### config.mk
export PLATFORM = sky130hd
export DESIGN_NAME = button_gesture_decoder_flat
export DESIGN_NICKNAME = d
export VERILOG_FILES = /design/src/rtl/button_pkg.sv /design/src/rtl/button_gesture_decoder_if.sv /design/src/rtl/btn_evt_fifo.sv /design/src/rtl/button_gesture_decoder.sv /design/src/flat_wrapper.sv
export SDC_FILE = /design/constraint.sdc
export NUM_CORES = 1
export LEC_CHECK = 0
export BUFFER_PORTS_ARGS = -buffer_cell sky130_fd_sc_hd__buf_2
export CELL_PAD_IN_SITES_DETAIL_PLACEMENT = 0
export CELL_PAD_IN_SITES_GLOBAL_PLACEMENT = 1
export CORE_MARGIN = 10
export CORE_UTILIZATION = 40
export DETAILED_ROUTE_END_ITERATION = 16
export GPL_ROUTABILITY_DRIVEN = 0
export HOLD_SLACK_MARGIN = 0.12
export PLACE_DENSITY = 0.77
export RECOVER_POWER = 100
export SKIP_LAST_GASP = 1
export SLEW_MARGIN = 20
export SYNTH_ARGS = -nofsm -noshare
export SYNTH_HDL_FRONTEND = slang
export SYNTH_SLANG_ARGS = --single-unit
export TNS_END_PERCENT = 50
### constraint.sdc
create_clock -name clk -period 4.09 [get_ports clk]
set_input_delay 0.6135 -clock clk [delete_from_list [all_inputs] [get_ports clk]]
set_output_delay 0.6135 -clock clk [all_outputs]
set_load 0.03 [all_outputs]
### src/rtl/button_pkg.sv
// Shared definitions for the button gesture decoder: event codes,
// event width and FSM state encodings.
package button_pkg;

   localparam int EVT_W = 2;

   localparam logic [EVT_W-1:0] EVT_NONE   = 2'b00;
   localparam logic [EVT_W-1:0] EVT_SINGLE = 2'b01;
   localparam logic [EVT_W-1:0] EVT_DOUBLE = 2'b10;
   localparam logic [EVT_W-1:0] EVT_TRIPLE = 2'b11;

   // ST_WAIT2 is only reachable when TRIPLE_PRESS_EN is defined.
   typedef enum logic [1:0] {
      ST_IDLE  = 2'd0,
      ST_WAIT1 = 2'd1,
      ST_WAIT2 = 2'd2
   } state_e;

endpackage

### src/rtl/button_gesture_decoder_if.sv
// Valid/ready event channel from the gesture decoder to its consumer.
// The decoder drives through the master modport, the consumer uses slave.
interface button_gesture_decoder_if;

   logic                           evt_valid;
   logic [button_pkg::EVT_W-1:0]   evt_code;
   logic                           evt_ready;

   modport master (output evt_valid, output evt_code, input  evt_ready);
   modport slave  (input  evt_valid, input  evt_code, output evt_ready);

endinterface

### src/rtl/btn_evt_fifo.sv
// Two-entry event FIFO with strict ordering. A push into a full queue
// is accepted only if a pop happens on the same edge; otherwise the
// new event is dropped and 'drop' is raised for that cycle.
module btn_evt_fifo
   import button_pkg::*;
(
   input  logic             clk,
   input  logic             rst_n,
   input  logic             push,
   input  logic [EVT_W-1:0] push_data,
   input  logic             pop,
   output logic [EVT_W-1:0] head,
   output logic             full,
   output logic             empty,
   output logic             drop
);

   logic [EVT_W-1:0] mem_q [2];
   logic             wr_ptr_q, wr_ptr_d;
   logic             rd_ptr_q, rd_ptr_d;
   logic [1:0]       count_q, count_d;
   logic             pop_ok;
   logic             push_ok;

   // Occupancy flags, accept/drop decisions and next pointer/count values.
   always_comb begin
      full     = (count_q == 2'd2);
      empty    = (count_q == 2'd0);
      pop_ok   = pop & ~empty;
      push_ok  = push & (~full | pop_ok);
      drop     = push & full & ~pop_ok;
      wr_ptr_d = wr_ptr_q ^ push_ok;
      rd_ptr_d = rd_ptr_q ^ pop_ok;
      count_d  = count_q;
      case ({push_ok, pop_ok})
         2'b10:   count_d = count_q + 2'd1;
         2'b01:   count_d = count_q - 2'd1;
         default: count_d = count_q;
      endcase
      // Stale storage is never exposed: the head reads as EVT_NONE when empty.
      head = empty ? EVT_NONE : mem_q[rd_ptr_q];
   end

   // Pointer and occupancy registers; reset empties the queue.
   always_ff @(posedge clk or negedge rst_n) begin
      if (!rst_n) begin
         wr_ptr_q <= 1'b0;
         rd_ptr_q <= 1'b0;
         count_q  <= 2'd0;
      end else begin
         // NOTE: sequential state uses non-blocking assignments so every flop samples pre-edge values.
         wr_ptr_q <= wr_ptr_d;
         rd_ptr_q <= rd_ptr_d;
         count_q  <= count_d;
      end
   end

   // Event storage write port.
   // NOTE: storage is not reset; validity comes from count_q, so reset only the control state.
   always_ff @(posedge clk) begin
      if (push_ok) begin
         mem_q[wr_ptr_q] <= push_data;
      end
   end

endmodule

### src/rtl/button_gesture_decoder.sv
// Button gesture decoder: turns level changes on the debounced toggle
// line into SINGLE/DOUBLE(/TRIPLE) events grouped by a time window and
// queues them in a 2-entry FIFO toward the consumer.
// Optional feature macro: TRIPLE_PRESS_EN (adds WAIT2 and TRIPLE events;
// DOUBLE is then reported only once its window expires).
module button_gesture_decoder
   import button_pkg::*;
#(
   parameter int CNT_W  = 16,
   parameter int WINDOW = 20000
) (
   input  logic                       clk,
   input  logic                       rst_n,
   input  logic                       b_tog,
   button_gesture_decoder_if.master   evt_if,
   output logic                       overflow
);

   if ((WINDOW < 2) || (longint'(WINDOW) >= (longint'(1) << CNT_W))) begin : g_bad_window
      $error("button_gesture_decoder: WINDOW must be >= 2 and < 2**CNT_W");
   end

   localparam logic [CNT_W-1:0] WIN_END = CNT_W'(WINDOW);
   localparam logic [CNT_W-1:0] CNT_ONE = CNT_W'(1);

   logic             b_tog_q, b_tog_d;
   logic             primed_q, primed_d;
   logic             press;
   state_e           state_q, state_d;
   logic [CNT_W-1:0] cnt_q, cnt_d;
   logic             expire;
   logic             push;
   logic [EVT_W-1:0] push_code;
   logic             pop;
   logic [EVT_W-1:0] head;
   logic             full;
   logic             empty;
   logic             drop;
   logic             overflow_q, overflow_d;

   // Edge detection: any level change is a press once the line has been
   // sampled at least once after reset, so a level held across reset is ignored.
   always_comb begin
      b_tog_d  = b_tog;
      primed_d = 1'b1;
      press    = primed_q & (b_tog ^ b_tog_q);
   end

   // Gesture FSM and window counter. cnt_q holds the number of edges since
   // the arming press, so the window expires on edge t+WINDOW.
   always_comb begin
      // NOTE: every output of this block gets a default first so no latch is inferred.
      state_d   = state_q;
      cnt_d     = cnt_q;
      push      = 1'b0;
      push_code = EVT_NONE;
      expire    = (state_q != ST_IDLE) && (cnt_q == WIN_END);
      if (state_q != ST_IDLE) begin
         cnt_d = cnt_q + CNT_ONE;
      end
      case (state_q)
         ST_IDLE: begin
            if (press) begin
               state_d = ST_WAIT1;
               cnt_d   = CNT_ONE;
            end
         end
         ST_WAIT1: begin
            if (expire) begin
               push      = 1'b1;
               push_code = EVT_SINGLE;
               // A press on the expiry edge starts the next gesture.
               state_d   = press ? ST_WAIT1 : ST_IDLE;
               cnt_d     = press ? CNT_ONE : '0;
            end else if (press) begin
`ifdef TRIPLE_PRESS_EN
               state_d = ST_WAIT2;
               cnt_d   = CNT_ONE;
`else
               push      = 1'b1;
               push_code = EVT_DOUBLE;
               state_d   = ST_IDLE;
               cnt_d     = '0;
`endif
            end
         end
`ifdef TRIPLE_PRESS_EN
         ST_WAIT2: begin
            if (expire) begin
               push      = 1'b1;
               push_code = EVT_DOUBLE;
               state_d   = press ? ST_WAIT1 : ST_IDLE;
               cnt_d     = press ? CNT_ONE : '0;
            end else if (press) begin
               push      = 1'b1;
               push_code = EVT_TRIPLE;
               state_d   = ST_IDLE;
               cnt_d     = '0;
            end
         end
`endif
         default: begin
            state_d = ST_IDLE;
            cnt_d   = '0;
         end
      endcase
   end

   // Overflow pulse follows the dropped push by one edge, like the events.
   always_comb begin
      overflow_d = drop;
   end

   // State registers for edge detect, FSM, window counter and overflow pulse.
   always_ff @(posedge clk or negedge rst_n) begin
      if (!rst_n) begin
         b_tog_q    <= 1'b0;
         primed_q   <= 1'b0;
         state_q    <= ST_IDLE;
         cnt_q      <= '0;
         overflow_q <= 1'b0;
      end else begin
         b_tog_q    <= b_tog_d;
         primed_q   <= primed_d;
         state_q    <= state_d;
         cnt_q      <= cnt_d;
         overflow_q <= overflow_d;
      end
   end

   btn_evt_fifo u_fifo (
      .clk       (clk),
      .rst_n     (rst_n),
      .push      (push),
      .push_data (push_code),
      .pop       (pop),
      .head      (head),
      .full      (full),
      .empty     (empty),
      .drop      (drop)
   );

   assign pop              = ~empty & evt_if.evt_ready;
   assign evt_if.evt_valid = ~empty;
   assign evt_if.evt_code  = head;
   assign overflow         = overflow_q;

endmodule

### src/flat_wrapper.sv
// flat-port wrapper written by rule: the top's interface ports become plain ports
module button_gesture_decoder_flat import button_pkg::*;
#(
   parameter int CNT_W  = 16,
   parameter int WINDOW = 20000
)
  (clk, rst_n, b_tog, overflow, evt_if_evt_valid, evt_if_evt_code, evt_if_evt_ready);
  button_gesture_decoder_if evt_if_i ();
  input  logic clk;
  input  logic rst_n;
  input  logic b_tog;
  output logic overflow;
  output wire logic [$bits(evt_if_i.evt_valid)-1:0] evt_if_evt_valid;
  output wire logic [$bits(evt_if_i.evt_code)-1:0] evt_if_evt_code;
  input wire logic [$bits(evt_if_i.evt_ready)-1:0] evt_if_evt_ready;
  assign evt_if_evt_valid = evt_if_i.evt_valid;
  assign evt_if_evt_code = evt_if_i.evt_code;
  assign evt_if_i.evt_ready = evt_if_evt_ready;
  button_gesture_decoder #(.CNT_W(CNT_W), .WINDOW(WINDOW)) u_core (.clk(clk), .rst_n(rst_n), .b_tog(b_tog), .evt_if(evt_if_i), .overflow(overflow));
endmodule
## After elaboration in Yosys (flattened, before gate mapping)

Memory sizes are Yosys's and may differ from the RTL's.
Cells that the tools add are included.

- Flip-flop bits (word level): 25
- Bits in latches: 0
- RAM bits: 4
- ROM bits: 0
- Input port bits: 4
- Output and inout port bits: 4
- Logic and storage cells: 59
- Memories kept: 1

Memory list:

| memory | depth | bits a word | rd ports | clocked after memory_dff | write ports | line | text |
|---|---|---|---|---|---|---|---|
| u_core.u_fifo.mem_q | 2 | 2 | 1 | 0 | 1 | btn_evt_fifo.sv:18 | `logic [EVT_W-1:0] mem_q [2];` |

- Add/sub/neg operators: 3
- $mul: 0
- Div/mod/pow operators: 0
- Order comparisons: 0
- Eq/ne operators: 7
- Shifts and indexed selects: 0
- Mux-type cells: 21
- Bitwise gates (word level): 13
- Reductions and logical operators: 6

Operators with widths:

| kind | count |
|---|---|
| 16-bit 2-to-1 mux | 4 |
| 16-bit case mux with 2 select lines | 1 |
| 16-bit by 1-bit adder with 16-bit output, second input constant | 1 |
| 16-bit by 15-bit == test with 1-bit output, second input constant | 1 |
| 2-bit 2-to-1 mux | 7 |
| 2-bit case mux with 2 select lines | 2 |
| 1-bit 2-to-1 mux | 7 |
| 1-bit AND | 6 |
| 2-bit by 1-bit == test with 1-bit output, second input constant | 2 |
| 2-bit == test, second input constant | 2 |
| 2-bit logical NOT | 2 |
| 2-bit nonzero test | 2 |
| 3-bit by 1-bit != test with 1-bit output, second input constant | 1 |
| 1-bit NOT | 3 |
| 1-bit bitwise XOR | 3 |
| 2-bit by 1-bit adder with 2-bit output, second input constant | 1 |
| 2-bit by 1-bit != test with 1-bit output, second input constant | 1 |
| 2-bit AND reduction | 1 |
| 2-bit by 1-bit subtractor with 2-bit output, second input constant | 1 |
| 1-bit logical AND | 1 |
| 1-bit bitwise OR | 1 |

## Logic depth before layout (Yosys ltp)

- Depth in word-level cells: 8
- Depth in mapped cells: 8
- Depth with buffers taken out: 8

## By module

A second synthesis with hierarchy kept.

- Cells, all modules: 137
- Area total of the unflattened synthesis: 1425.1 µm²

By module, submodules not included:

| module | instances | cells each | area an instance (µm²) | sequential area each (µm²) |
|---|---|---|---|---|
| button_gesture_decoder | 1 | 103 | 1039.7 | 500.5 |
| btn_evt_fifo | 1 | 34 | 385.4 | 220.2 |

## Worst setup path after synthesis

Ideal clock, no wire load.

- Path kind: reg2reg
- Start point: register u_core.cnt_q[0]
- End point: memory u_core.u_fifo.mem_q[0][0], enable pin
- Library setup time: 0.298 ns
- Arrival: 1.584 ns
- Data required time: 3.792 ns
- Path slack: 2.209 ns
- Cell stages (with the launch flop): 8
- Buffers on the path: 0
- Clock period less this slack: 1.881 ns
- Cells stage by stage: dfrtp_1 > inv_1 > ha_1 > and4bb_2 > nand4_2 > a21o_1 > a21oi_1 > ha_1

- Cells in the longest elaborated chain, start to end: 7

Ends and longest elaborated chain:

| item | line | text |
|---|---|---|
| from (decl) | button_gesture_decoder.sv:30 | `logic [CNT_W-1:0] cnt_q, cnt_d;` |
| from (signal assigned) | button_gesture_decoder.sv:126 | `cnt_q <= cnt_d;` |
| 16-bit by 15-bit == test with 1-bit output | button_gesture_decoder.sv:57 | `expire = (state_q != ST_IDLE) && (cnt_q == WIN_END);` |
| 1-bit logical AND | button_gesture_decoder.sv:57 |  |
| 1-bit 2-to-1 mux | button_gesture_decoder.sv:69 | `if (expire) begin` |
| 1-bit 2-to-1 mux | button_gesture_decoder.sv:61 | `case (state_q)` |
| 1-bit AND | btn_evt_fifo.sv:30 | `push_ok = push & (~full \| pop_ok);` |
| 1-bit 2-to-1 mux | btn_evt_fifo.sv:61 | `if (push_ok) begin` |
| 1-bit 2-to-1 mux (not written as such) | btn_evt_fifo.sv:62 | `mem_q[wr_ptr_q] <= push_data;` |
| to (decl) | btn_evt_fifo.sv:18 |  |

No other way between the ends.

## Worst setup path in the final report

- Start point: register u_core.cnt_q[0]
- End point: register u_core.cnt_q[2]

- Cells in the longest elaborated chain, start to end: 5
- Elaborated cells on any way between the ends: 8
- Classes of those cells: add/sub (1); eq/ne (1); mux (5); reduce/logical (1)

Ends and longest elaborated chain:

| item | line | text |
|---|---|---|
| 16-bit by 1-bit adder with 16-bit output | button_gesture_decoder.sv:59 | `cnt_d = cnt_q + CNT_ONE;` |
| 16-bit 2-to-1 mux | button_gesture_decoder.sv:58 | `if (state_q != ST_IDLE) begin` |
| 16-bit 2-to-1 mux | button_gesture_decoder.sv:75 | `end else if (press) begin` |
| 16-bit 2-to-1 mux | button_gesture_decoder.sv:69 |  |
| 16-bit case mux with 2 select lines * | button_gesture_decoder.sv:61 |  |
| net u_core.cnt_d[2] | button_gesture_decoder.sv:30 |  |

Mark *: on every way through the listed nets, which the timed path passes. The rest lies on a longest branch.
A chain may end at the register's enable or synchronous reset.

==> results.sh <==
export IMPL_status="finished with violations"
export IMPL_violations="capacitance limit, slew limit"
export IMPL_p_seq_frac=0.522
export IMPL_r2r_start="u_core.cnt_q[0]"
export IMPL_ff2ff_setup_slack_ns=1.24
export IMPL_synth_top_family_by_area="simple AND/OR/NAND/NOR gates"
export IMPL_synth_area_um2=1440
export IMPL_p_clk_frac=0.252
export IMPL_synth_seq_cells=28
export IMPL_dieArea_um2=6400
export IMPL_cp_arrival_ns=2.99
export IMPL_muxShareOfSynthArea=0.0278
export IMPL_h_tree_depth=1
export IMPL_grt_usage=0.0791
export IMPL_nets=148
export IMPL_avgSynthCellArea_um2=10.8
export IMPL_switching_share=0.315
export IMPL_io_pins=8
export IMPL_route_detailed_drc=0
export IMPL_wl_per_cell_um=13.5
export IMPL_post_cts_buffers=0
export IMPL_power_switching_uw=225
export IMPL_first_global_vias=910
export IMPL_seq_area_frac_synth=0.501
export IMPL_async_flop_share=0.857
export IMPL_first_iter_violations=36
export IMPL_grt_pass1_wl_um=4160
export IMPL_hold_path_class="primary input to register"
export IMPL_relSlewSlack=-0.158
export IMPL_synthXorXnorAreaFrac=0.0913
export IMPL_setup_viol=0
export IMPL_cts_tree="built"
export IMPL_io_buffers=7
export IMPL_postSynthCellCount=133
export IMPL_rr_endpoint="u_core.cnt_q[2]"
export IMPL_setup_worst_path_start="u_core.cnt_q[0]"
export IMPL_num_antenna_cells=0
export IMPL_layout_commonest_cell="dfrtp_1"
export IMPL_ys_flop_type="dfrtp_1"
export IMPL_cts_resized=0
export IMPL_fin_crit_sh=0.696
export IMPL_coreArea_um2=3420
export IMPL_yosysUniqueCellTypes=37
export IMPL_overflow=0
export IMPL_drt_pass1_iter_count=4
export IMPL_cts_hold_buffers=0
export IMPL_worstSetupEndpointType="register"
export IMPL_drv_cap=1
export IMPL_start_util=0.421
export IMPL_cts_buffers=3
export IMPL_clockBufferDepth=2
export IMPL_via_per_inst=5.19
export IMPL_synth_edff_count=4
export IMPL_peakVddDrop_mv=0.331
export IMPL_place_ws_ns=2.01
export IMPL_die_y_um=80.0
export IMPL_antenna_found_initial=0
export IMPL_fin_setup_tns_ns=0
export IMPL_clk_insertion_delay_late_ns=0.32
export IMPL_ys_warn_count=0
export IMPL_finalHoldViolations=0
export IMPL_crit_path_max_incr_delay_ns=1.39
export IMPL_antenna_left=0
export IMPL_cts_sinks=28
export IMPL_grt_max_degree=25
export IMPL_critical_path_class="register to register"
export IMPL_slowest_stage="o21ai_0"
export IMPL_cts_clk_slew_worst_paths_ns=0.15
export IMPL_path_max_fanout=15
export IMPL_max_freq_mhz=351
export IMPL_slew_violations=16
export IMPL_layout_min_cycle_time_ns=2.85
export IMPL_syn_nets=141
export IMPL_final_cell_mix="24 x dfrtp_1, 19 x nor2_1, 10 x xor2_1, 8 x inv_1, 7 x a21oi_1"
export IMPL_hold_worst_slack_ns=0.408
export IMPL_root_buffer="clkbuf_4"
export IMPL_grt_busiest_layer="met2"
export IMPL_drive_above_1_share=0.0647
export IMPL_use_met2=0.128
export IMPL_tightest_slew_ns=1.72
export IMPL_fin_ws_ns=1.24
export IMPL_area_growth_pct=5.48
export IMPL_grt_met1_usage=0.104
export IMPL_r2r_cells=6
export IMPL_worstPathCellList="inv_1 > ha_1 > and4bb_2 > nand4_1 > o21ai_0 > nor2_1"
export IMPL_combPwrFrac=0.226
export IMPL_endpoint="u_core.cnt_q[2]"
export IMPL_cp_required_ns=4.24
export IMPL_start_kind="register"
export IMPL_die_w_um=80.0
export IMPL_use_met3=0.0146
export IMPL_wl_um=2500
export IMPL_fin_skew_ns=0.00969
export IMPL_leakage_uw=0.000671
export IMPL_internal_power_uw=488
export IMPL_synth_fa_ha_area_frac=0.0348
export IMPL_hpwl_um=1770
export IMPL_rows=21
export IMPL_synth_compound_area_frac=0.0678
export IMPL_vias=960
export IMPL_powerDensity_nw_per_um2=470
export IMPL_rsz0062_at_grt="false"
export IMPL_synthSimpleGateAreaFrac=0.227
==> flip-flops by register name, summed over array words and instances, names as in the netlist <==
register and count:
u_core.primed_q 1, u_core.u_fifo.count_q 2, u_core.u_fifo.rd_ptr_q 1, u_core.cnt_q 16
u_core.u_fifo.wr_ptr_q 1, u_core.b_tog_q 1, u_core.overflow 1, u_core.state_q 1
u_core.u_fifo.mem_q 4
==> worst min-delay path by stage <==
stage | start | to | cells after the start
final | b_tog | u_core.b_tog_q | 1
after CTS | rst_n | u_core.cnt_q[0] | 1
after detailed placement | u_core.u_fifo.rd_ptr_q | u_core.u_fifo.rd_ptr_q | 1
after global placement | u_core.u_fifo.rd_ptr_q | u_core.u_fifo.rd_ptr_q | 1
after global routing | b_tog | u_core.b_tog_q | 1
after floorplan | rst_n | u_core.b_tog_q | 0
==> area by class of cell <==
class / instances / area, um^2
fillers: 327 / 1900
flip-flops and latches: 28 / 721
multi-input cells: 92 / 629
well taps: 46 / 57.6
clock inverters: 1 / 30.0
inverters: 8 / 30.0
repair buffers: 7 / 27.5
clock buffers: 3 / 22.5
==> cells by family (layout without fill, tap and decap cells) <==
family	count (synthesis)	in the layout
and+or+nand+nor	53	53
DFF	28	28
AOI/OAI and AO/OA	15	15
xor gates and xnor gates	15	15
buffers and inverters	13	19
adders and majority gates	4	4
muxes	4	4
other	1	1
==> Yosys cell counts (2+ instances only) <==
master / instances / area, um^2
dfrtp_1: 24 / 601
nor2_1: 19 / 71.3
xor2_1: 10 / 87.6
inv_1: 8 / 30.0
a21oi_1: 7 / 35.0
nand3_1: 6 / 30.0
and4_1: 5 / 43.8
xnor2_1: 5 / 43.8
edfxtp_1: 4 / 120
ha_1: 4 / 50.1
mux2i_1: 4 / 40.0
nand2_1: 4 / 15.0
nand4_1: 4 / 25.0
buf_4: 3 / 22.5
and3_1: 2 / 12.5
nor2b_1: 2 / 12.5
o21ai_0: 2 / 10.0
==> power by group through the flow <==
stage	Clock, uW	Combinational, uW	Sequential, uW
6_report	180	161	372
3_3_place_gp	0	163	373
4_1_cts	185	170	370
2_1_floorplan	0	146	358
5_1_grt	195	184	380
3_5_place_dp	0	169	375
==> worst max-delay path, delay by kind of cell, from the launching register on <==
kind,cells,cell delay (ns)
buffers and inverters,1,0.07
adder cells (fa/ha/maj),1,0.15
AND/OR/NAND/NOR,3,0.62
AO/OA/AOI/OAI,1,1.39
flip-flops,1,0.43
==> layer usage <==
metal	part of all wire	vias up	routed length, um
met1	0.49	471	1230
met4	0.0064	0	16
met2	0.47	17	1170
li1	-	470	-
met3	0.035	2	88
met5	0	-	0
==> through the flow <==
| stage | power [uW] | std cells | utilization | area [um^2] |
|---|---|---|---|---|
| 2_1_floorplan | 504 | 133 | - | 1440 |
| 3_3_place_gp | 537 | 181 | 0.437 | 1490 |
| 3_5_place_dp | 545 | 181 | 0.437 | 1490 |
| 4_1_cts | 724 | 185 | 0.452 | 1550 |
| 5_1_grt | 759 | 185 | 0.444 | 1520 |
| 6_report | 713 | 185 | 0.444 | 1520 |
Power figures use the tool's default switching activity.
